$ cat config.mk
export PLATFORM = sky130hd
export DESIGN_NAME = conv5x5_mac_ctrl_flat
export DESIGN_NICKNAME = d
export VERILOG_FILES = /design/src/rtl/conv5x5_mac_ctrl_if.sv /design/src/rtl/conv5x5_mac_ctrl.sv /design/src/flat_wrapper.sv
export SDC_FILE = /design/constraint.sdc
export NUM_CORES = 1
export LEC_CHECK = 0
export CAP_MARGIN = 20
export CORE_UTILIZATION = 55
export DETAILED_ROUTE_END_ITERATION = 10
export PLACE_DENSITY = 0.81
export SETUP_SLACK_MARGIN = 0.2
export SYNTH_ARGS = -nofsm -noshare
export SYNTH_HDL_FRONTEND = slang
export SYNTH_SLANG_ARGS = --single-unit
$ cat constraint.sdc
create_clock -name i_clk -period 9.85 [get_ports i_clk]
set_input_delay 2.955 -clock i_clk [delete_from_list [all_inputs] [get_ports i_clk]]
set_output_delay 2.955 -clock i_clk [all_outputs]
set_load 0.02 [all_outputs]
$ cat src/rtl/conv5x5_mac_ctrl_if.sv
// Stream/handshake bundle for conv5x5_mac_ctrl: start request, pixel/weight
// input stream and saturated result output stream.
// Optional macro CONV_SAT_FLAG_EN adds the o_sat clamp indicator.
interface conv5x5_mac_ctrl_if #(
    parameter int DW  = 8,
    parameter int WW  = 8,
    parameter int O_W = 16
) ();
    logic           i_start;
    logic           o_busy;
    logic           i_valid;
    logic           o_ready;
    logic [DW-1:0]  i_pix;
    logic [WW-1:0]  i_wgt;
    logic           o_valid;
    logic           i_ready;
    logic [O_W-1:0] o_data;
`ifdef CONV_SAT_FLAG_EN
    logic           o_sat;
`endif

    // Master is the surrounding datapath (fetch side and writer side).
    modport master (
        output i_start, i_valid, i_pix, i_wgt, i_ready,
`ifdef CONV_SAT_FLAG_EN
        input  o_sat,
`endif
        input  o_busy, o_ready, o_valid, o_data
    );

    // Slave is the MAC sequencer itself.
    modport slave (
        input  i_start, i_valid, i_pix, i_wgt, i_ready,
`ifdef CONV_SAT_FLAG_EN
        output o_sat,
`endif
        output o_busy, o_ready, o_valid, o_data
    );
endinterface

$ cat src/rtl/conv5x5_mac_ctrl.sv
// Sequencer for one 5x5 convolution output: on start, accumulates K signed
// pixel*weight products, clamps the sum to O_W bits and hands it downstream
// over a valid/ready handshake.
// Optional macro CONV_SAT_FLAG_EN adds the registered o_sat clamp flag.
module conv5x5_mac_ctrl #(
    parameter int DW    = 8,
    parameter int WW    = 8,
    parameter int K     = 25,
    parameter int ACC_W = 21,
    parameter int O_W   = 16
) (
    input  logic             i_clk,
    input  logic             i_rst,
    conv5x5_mac_ctrl_if.slave bus
);
    localparam int CNT_W = (K > 1) ? $clog2(K) : 1;
    localparam int PW    = DW + WW;

    // Clamp thresholds expressed at accumulator width so the compare is
    // a full-width signed compare.
    localparam logic signed [ACC_W-1:0] SAT_HI =
        {{(ACC_W-O_W+1){1'b0}}, {(O_W-1){1'b1}}};
    localparam logic signed [ACC_W-1:0] SAT_LO =
        {{(ACC_W-O_W+1){1'b1}}, {(O_W-1){1'b0}}};
    localparam logic [CNT_W-1:0] LAST_TAP = CNT_W'(K - 1);

    typedef enum logic [1:0] {
        IDLE  = 2'd0,
        ACCUM = 2'd1,
        SAT   = 2'd2,
        OUT   = 2'd3
    } state_t;

    state_t state;
    state_t next_state;

    logic signed [ACC_W-1:0] acc;
    logic [CNT_W-1:0]        cnt;
    logic [O_W-1:0]          data_q;
    logic                    valid_q;
`ifdef CONV_SAT_FLAG_EN
    logic                    sat_q;
`endif

    logic                    accept;
    logic                    last_accept;
    logic                    out_done;
    logic signed [PW-1:0]    pix_ext;
    logic signed [PW-1:0]    wgt_ext;
    logic signed [PW-1:0]    prod;
    logic signed [ACC_W-1:0] prod_ext;

    // Full-precision signed product, sign-extended to the accumulator.
    assign pix_ext     = {{WW{bus.i_pix[DW-1]}}, bus.i_pix};
    assign wgt_ext     = {{DW{bus.i_wgt[WW-1]}}, bus.i_wgt};
    assign prod        = pix_ext * wgt_ext;
    assign prod_ext    = {{(ACC_W-PW){prod[PW-1]}}, prod};

    assign accept      = (state == ACCUM) && bus.i_valid;
    assign last_accept = accept && (cnt == LAST_TAP);
    assign out_done    = (state == OUT) && bus.i_ready;

    // State register; reset aborts whatever window is in progress.
    always_ff @(posedge i_clk) begin
        if (i_rst) begin
            state <= IDLE;
        end else begin
            state <= next_state;
        end
    end

    // Next-state logic; start is only honoured from IDLE.
    always_comb begin
        next_state = state;
        unique case (state)
            IDLE:    if (bus.i_start) next_state = ACCUM;
            ACCUM:   if (last_accept) next_state = SAT;
            SAT:     next_state = OUT;
            OUT:     if (bus.i_ready) next_state = IDLE;
            default: next_state = IDLE;
        endcase
    end

    // State-decoded outputs; ready depends on state only, never on i_valid.
    always_comb begin
        bus.o_ready = (state == ACCUM);
        bus.o_busy  = (state != IDLE);
    end

    // Accumulator, tap counter and the registered result/valid pair.
    always_ff @(posedge i_clk) begin
        if (i_rst) begin
            acc     <= '0;
            cnt     <= '0;
            data_q  <= '0;
            valid_q <= 1'b0;
`ifdef CONV_SAT_FLAG_EN
            sat_q   <= 1'b0;
`endif
        end else begin
            if ((state == IDLE) && bus.i_start) begin
                acc <= '0;
                cnt <= '0;
            end else if (accept) begin
                acc <= acc + prod_ext;
                cnt <= last_accept ? '0 : cnt + 1'b1;
            end

            if (state == SAT) begin
                valid_q <= 1'b1;
                if (acc >= SAT_HI) begin
                    data_q <= SAT_HI[O_W-1:0];
                end else if (acc <= SAT_LO) begin
                    data_q <= SAT_LO[O_W-1:0];
                end else begin
                    data_q <= acc[O_W-1:0];
                end
`ifdef CONV_SAT_FLAG_EN
                sat_q <= (acc >= SAT_HI) || (acc <= SAT_LO);
`endif
            end else if (out_done) begin
                valid_q <= 1'b0;
            end
        end
    end

    assign bus.o_valid = valid_q;
    assign bus.o_data  = data_q;
`ifdef CONV_SAT_FLAG_EN
    assign bus.o_sat   = sat_q;
`endif

endmodule

$ cat src/flat_wrapper.sv
// flat-port wrapper written by rule: the top's interface ports become plain ports
module conv5x5_mac_ctrl_flat 
#(
    parameter int DW    = 8,
    parameter int WW    = 8,
    parameter int K     = 25,
    parameter int ACC_W = 21,
    parameter int O_W   = 16
)
  (i_clk, i_rst, bus_i_start, bus_i_valid, bus_i_pix, bus_i_wgt, bus_i_ready, bus_o_busy, bus_o_ready, bus_o_valid, bus_o_data);
  conv5x5_mac_ctrl_if #(.DW(DW), .WW(WW), .O_W(O_W)) bus_i ();
  input  logic i_clk;
  input  logic i_rst;
  input wire logic [$bits(bus_i.i_start)-1:0] bus_i_start;
  input wire logic [$bits(bus_i.i_valid)-1:0] bus_i_valid;
  input wire logic [$bits(bus_i.i_pix)-1:0] bus_i_pix;
  input wire logic [$bits(bus_i.i_wgt)-1:0] bus_i_wgt;
  input wire logic [$bits(bus_i.i_ready)-1:0] bus_i_ready;
  output wire logic [$bits(bus_i.o_busy)-1:0] bus_o_busy;
  output wire logic [$bits(bus_i.o_ready)-1:0] bus_o_ready;
  output wire logic [$bits(bus_i.o_valid)-1:0] bus_o_valid;
  output wire logic [$bits(bus_i.o_data)-1:0] bus_o_data;
  assign bus_i.i_start = bus_i_start;
  assign bus_i.i_valid = bus_i_valid;
  assign bus_i.i_pix = bus_i_pix;
  assign bus_i.i_wgt = bus_i_wgt;
  assign bus_i.i_ready = bus_i_ready;
  assign bus_o_busy = bus_i.o_busy;
  assign bus_o_ready = bus_i.o_ready;
  assign bus_o_valid = bus_i.o_valid;
  assign bus_o_data = bus_i.o_data;
  conv5x5_mac_ctrl #(.DW(DW), .WW(WW), .K(K), .ACC_W(ACC_W), .O_W(O_W)) u_core (.i_clk(i_clk), .i_rst(i_rst), .bus(bus_i));
endmodule
==> impl_results.md <==
- Clk Latency, worst-skew pair: 300 ps
- Row count: 36
- Crit path launch: bus_i_wgt[0]
- Core ar.: 9770 sq um
- Worst reg2reg path startpoint: u_core.acc[6]
- Starting DRT DRC Count: 160
- Global-route wire length before repair: 20.6 mm
- Synth top area cells: fa_1, dfxtp_1, ha_1
- CTS Buf Count: 5
- Post-synth top area share: 33.1%
- Post_cts resized: 0
- Tcrit/Tclk final: 85.0%
- Final nets: 816
- DR WL/cell: 14.7 um
- # hold bufs at CTS: 0
- Initial antenna violation count: 0
- Register area share after synthesis: 16.2%
- # diodes: 0
- Ratio of cells with drive above 1 in the final layout: 2.16%
- Crit end category: flip-flop
- Syn. warnings: 0
- Vias per inst: 5.38
- Synthesis-to-finish area growth: 10.8%
- Remaining DRCs: 0
- Most frequent cell after synthesis: inv_1
- Slew Viols, Final: 0
- Adder-cell share of the synthesized area: 45.4%
- Synth Area in Compound Gates: 10.6%
- TritonRoute pass-1 iters: 4
- Final instance area: 6170 sq um
- Main combinational cell family by area after synthesis: adder cells
- Setup TNS: 0 ps
- Average cell area after synthesis: 9.04 sq um
- DRT Wirelength: 11.5 mm
- Total GRT Usage: 24.9%
- CTS root buf: clkbuf_8
- #FFs+latches synth: 45
- Htree depth: 2
- Mux contribution to synthesized area: 0.359%
- Initial Util: 57.0%
- Fmax: 119 MHz
- Setup bufs post-CTS: 0
- Hpwl dp: 9.69 mm
- GP Congestion: 0.898
- Post-Synth Simple-Gate Area: 15.7%
- DIE HEIGHT: 103 um
- Die footprint: 10,500 sq um
- Final min period: 8370 ps
- CTS tree: done
- Synth async-reset ratio: 0%
- RSZ-0062 raised after global routing: no
- Chip width: 103 um
- CTS sink count: 45
- WS Path Type: primary input to flip-flop
- Rel. slew slack: 44.3%
- CP max FO: 14
- # port buffers: 39
- Vias in the first global route: 4,482
- Largest net degree at the start of global routing: 27
- Final hold violations: 0
- IO Count: 40
- CTS max path bufs: 2
- Crit path required time: 10,050 ps
- Cell Area, Placed: 6070 sq um
- Hold Path Class: flip-flop to flip-flop
- Tightest Pin Transition: 835 ps
- Hold Path Origin: u_core.bus.o_data[9]
- Yosys cell types: 43
- Most frequent cells after synthesis: inv_1, fa_1, ha_1, nand2_1, dfxtp_1
- EDFF count, synth: 0
- Status: complete, no violations
- DR vias: 4,205
- Worst Path Arrival: 8570 ps
- Final Setup Violations: 0
- Grt total ovfl: 0
- Yosys top cell by area: fa_1
- Syn Inst Count: 616
- Mapped Area: 5570 sq um
- Main synth FF type: dfxtp_1
- Critical path launch point type: primary input
- Post-Synth XOR/XNOR Area: 2.99%
- Setup Skew: 8.11 ps
- Max_cap viols: 0
- Clock slew at reported path FFs: 80 ps
- Synth Net Count: 784
- Final ANT Viol Nets: 0
-- cell families after synthesis --
family / Yosys count
AND/OR/NAND/NOR: 182
flip-flops: 45
XOR/XNOR: 19
adder cells (fa/ha/maj): 147
multiplexers: 2
buffers and inverters: 129
AO/OA/AOI/OAI: 92
-- path summary, 6_finish.rpt --
path	slack (ps)	cells after the start	endpoint
setup reg to reg	5070	16	u_core.acc[14]
setup / recovery	1480	16	u_core.acc[14]
hold / removal	480	2	u_core.bus.o_data[9]
hold reg to reg	480	2	u_core.bus.o_data[9]
-- worst max-delay path, cell delays in order --
cell and delay (ps):
clkdlybuf4s50_1 630, and2_1 660, inv_1 150, fa_1 530, inv_1 50, fa_1 510
fa_1 440, fa_1 580, fa_1 430, ha_1 350, o21ai_0 370, o31ai_4 120
a31oi_1 330, o21bai_1 130, xor2_1 150, a22o_1 180
-- flip-flops by register name, summed over array words and instances, names as in the netlist --
| register | flops |
|---|---|
| u_core.acc | 21 |
| u_core.bus.o_data | 16 |
| u_core.bus.o_valid | 1 |
| u_core.state | 2 |
| u_core.cnt | 5 |
-- cells in the final DEF (no fill, tap or decap), types with 4 or more instances in the layout --
master | Yosys | final
o21bai_1 | 4 | 4
xor2_1 | 9 | 9
clkdlybuf4s50_1 | 0 | 39
a22o_1 | 4 | 4
clkbuf_8 | 0 | 7
nand2_1 | 54 | 54
nand4_1 | 11 | 11
o21ai_0 | 11 | 11
xnor2_1 | 10 | 10
nor3_1 | 21 | 21
nor2_1 | 40 | 40
nand3_1 | 8 | 8
dfxtp_1 | 45 | 45
a31oi_1 | 4 | 4
nor4_1 | 5 | 5
a21o_1 | 6 | 6
a211oi_1 | 4 | 4
fa_1 | 92 | 92
a21oi_1 | 42 | 42
and2_1 | 32 | 32
inv_1 | 115 | 115
ha_1 | 55 | 55
-- cell type report --
cell class	instances	area (sq um)
inverters	115	432
fillers	812	3600
well taps	133	166
flip-flops and latches	45	901
repair buffers	39	390
multi-input cells	442	4180
clock buffers	7	96.3
clock inverters	1	5.00
-- per-layer routing --
layer | routed length, um | global-route usage [%]
met1 | 5010 | 31.7
met4 | 234 | 6.15
met3 | 274 | 1.97
met2 | 5990 | 45.7
met5 | 0 | 0
-- metrics by stage --
stage / hold slack, ps / utilization, % / std cells / setup WS (ps)
finish: 483 / 63.1 / 782 / 1480
global route: 505 / 63.1 / 782 / 1100
CTS: 483 / 63.1 / 782 / 1470
detailed placement: 468 / 62.1 / 774 / 1180
global placement: 467 / 62.1 / 774 / 1340
floorplan: 466 / - / 616 / 2120
Power is left out: the tool's default activity adds up to more than one toggle a clock period on the data nets, which glitch-free logic cannot reach.
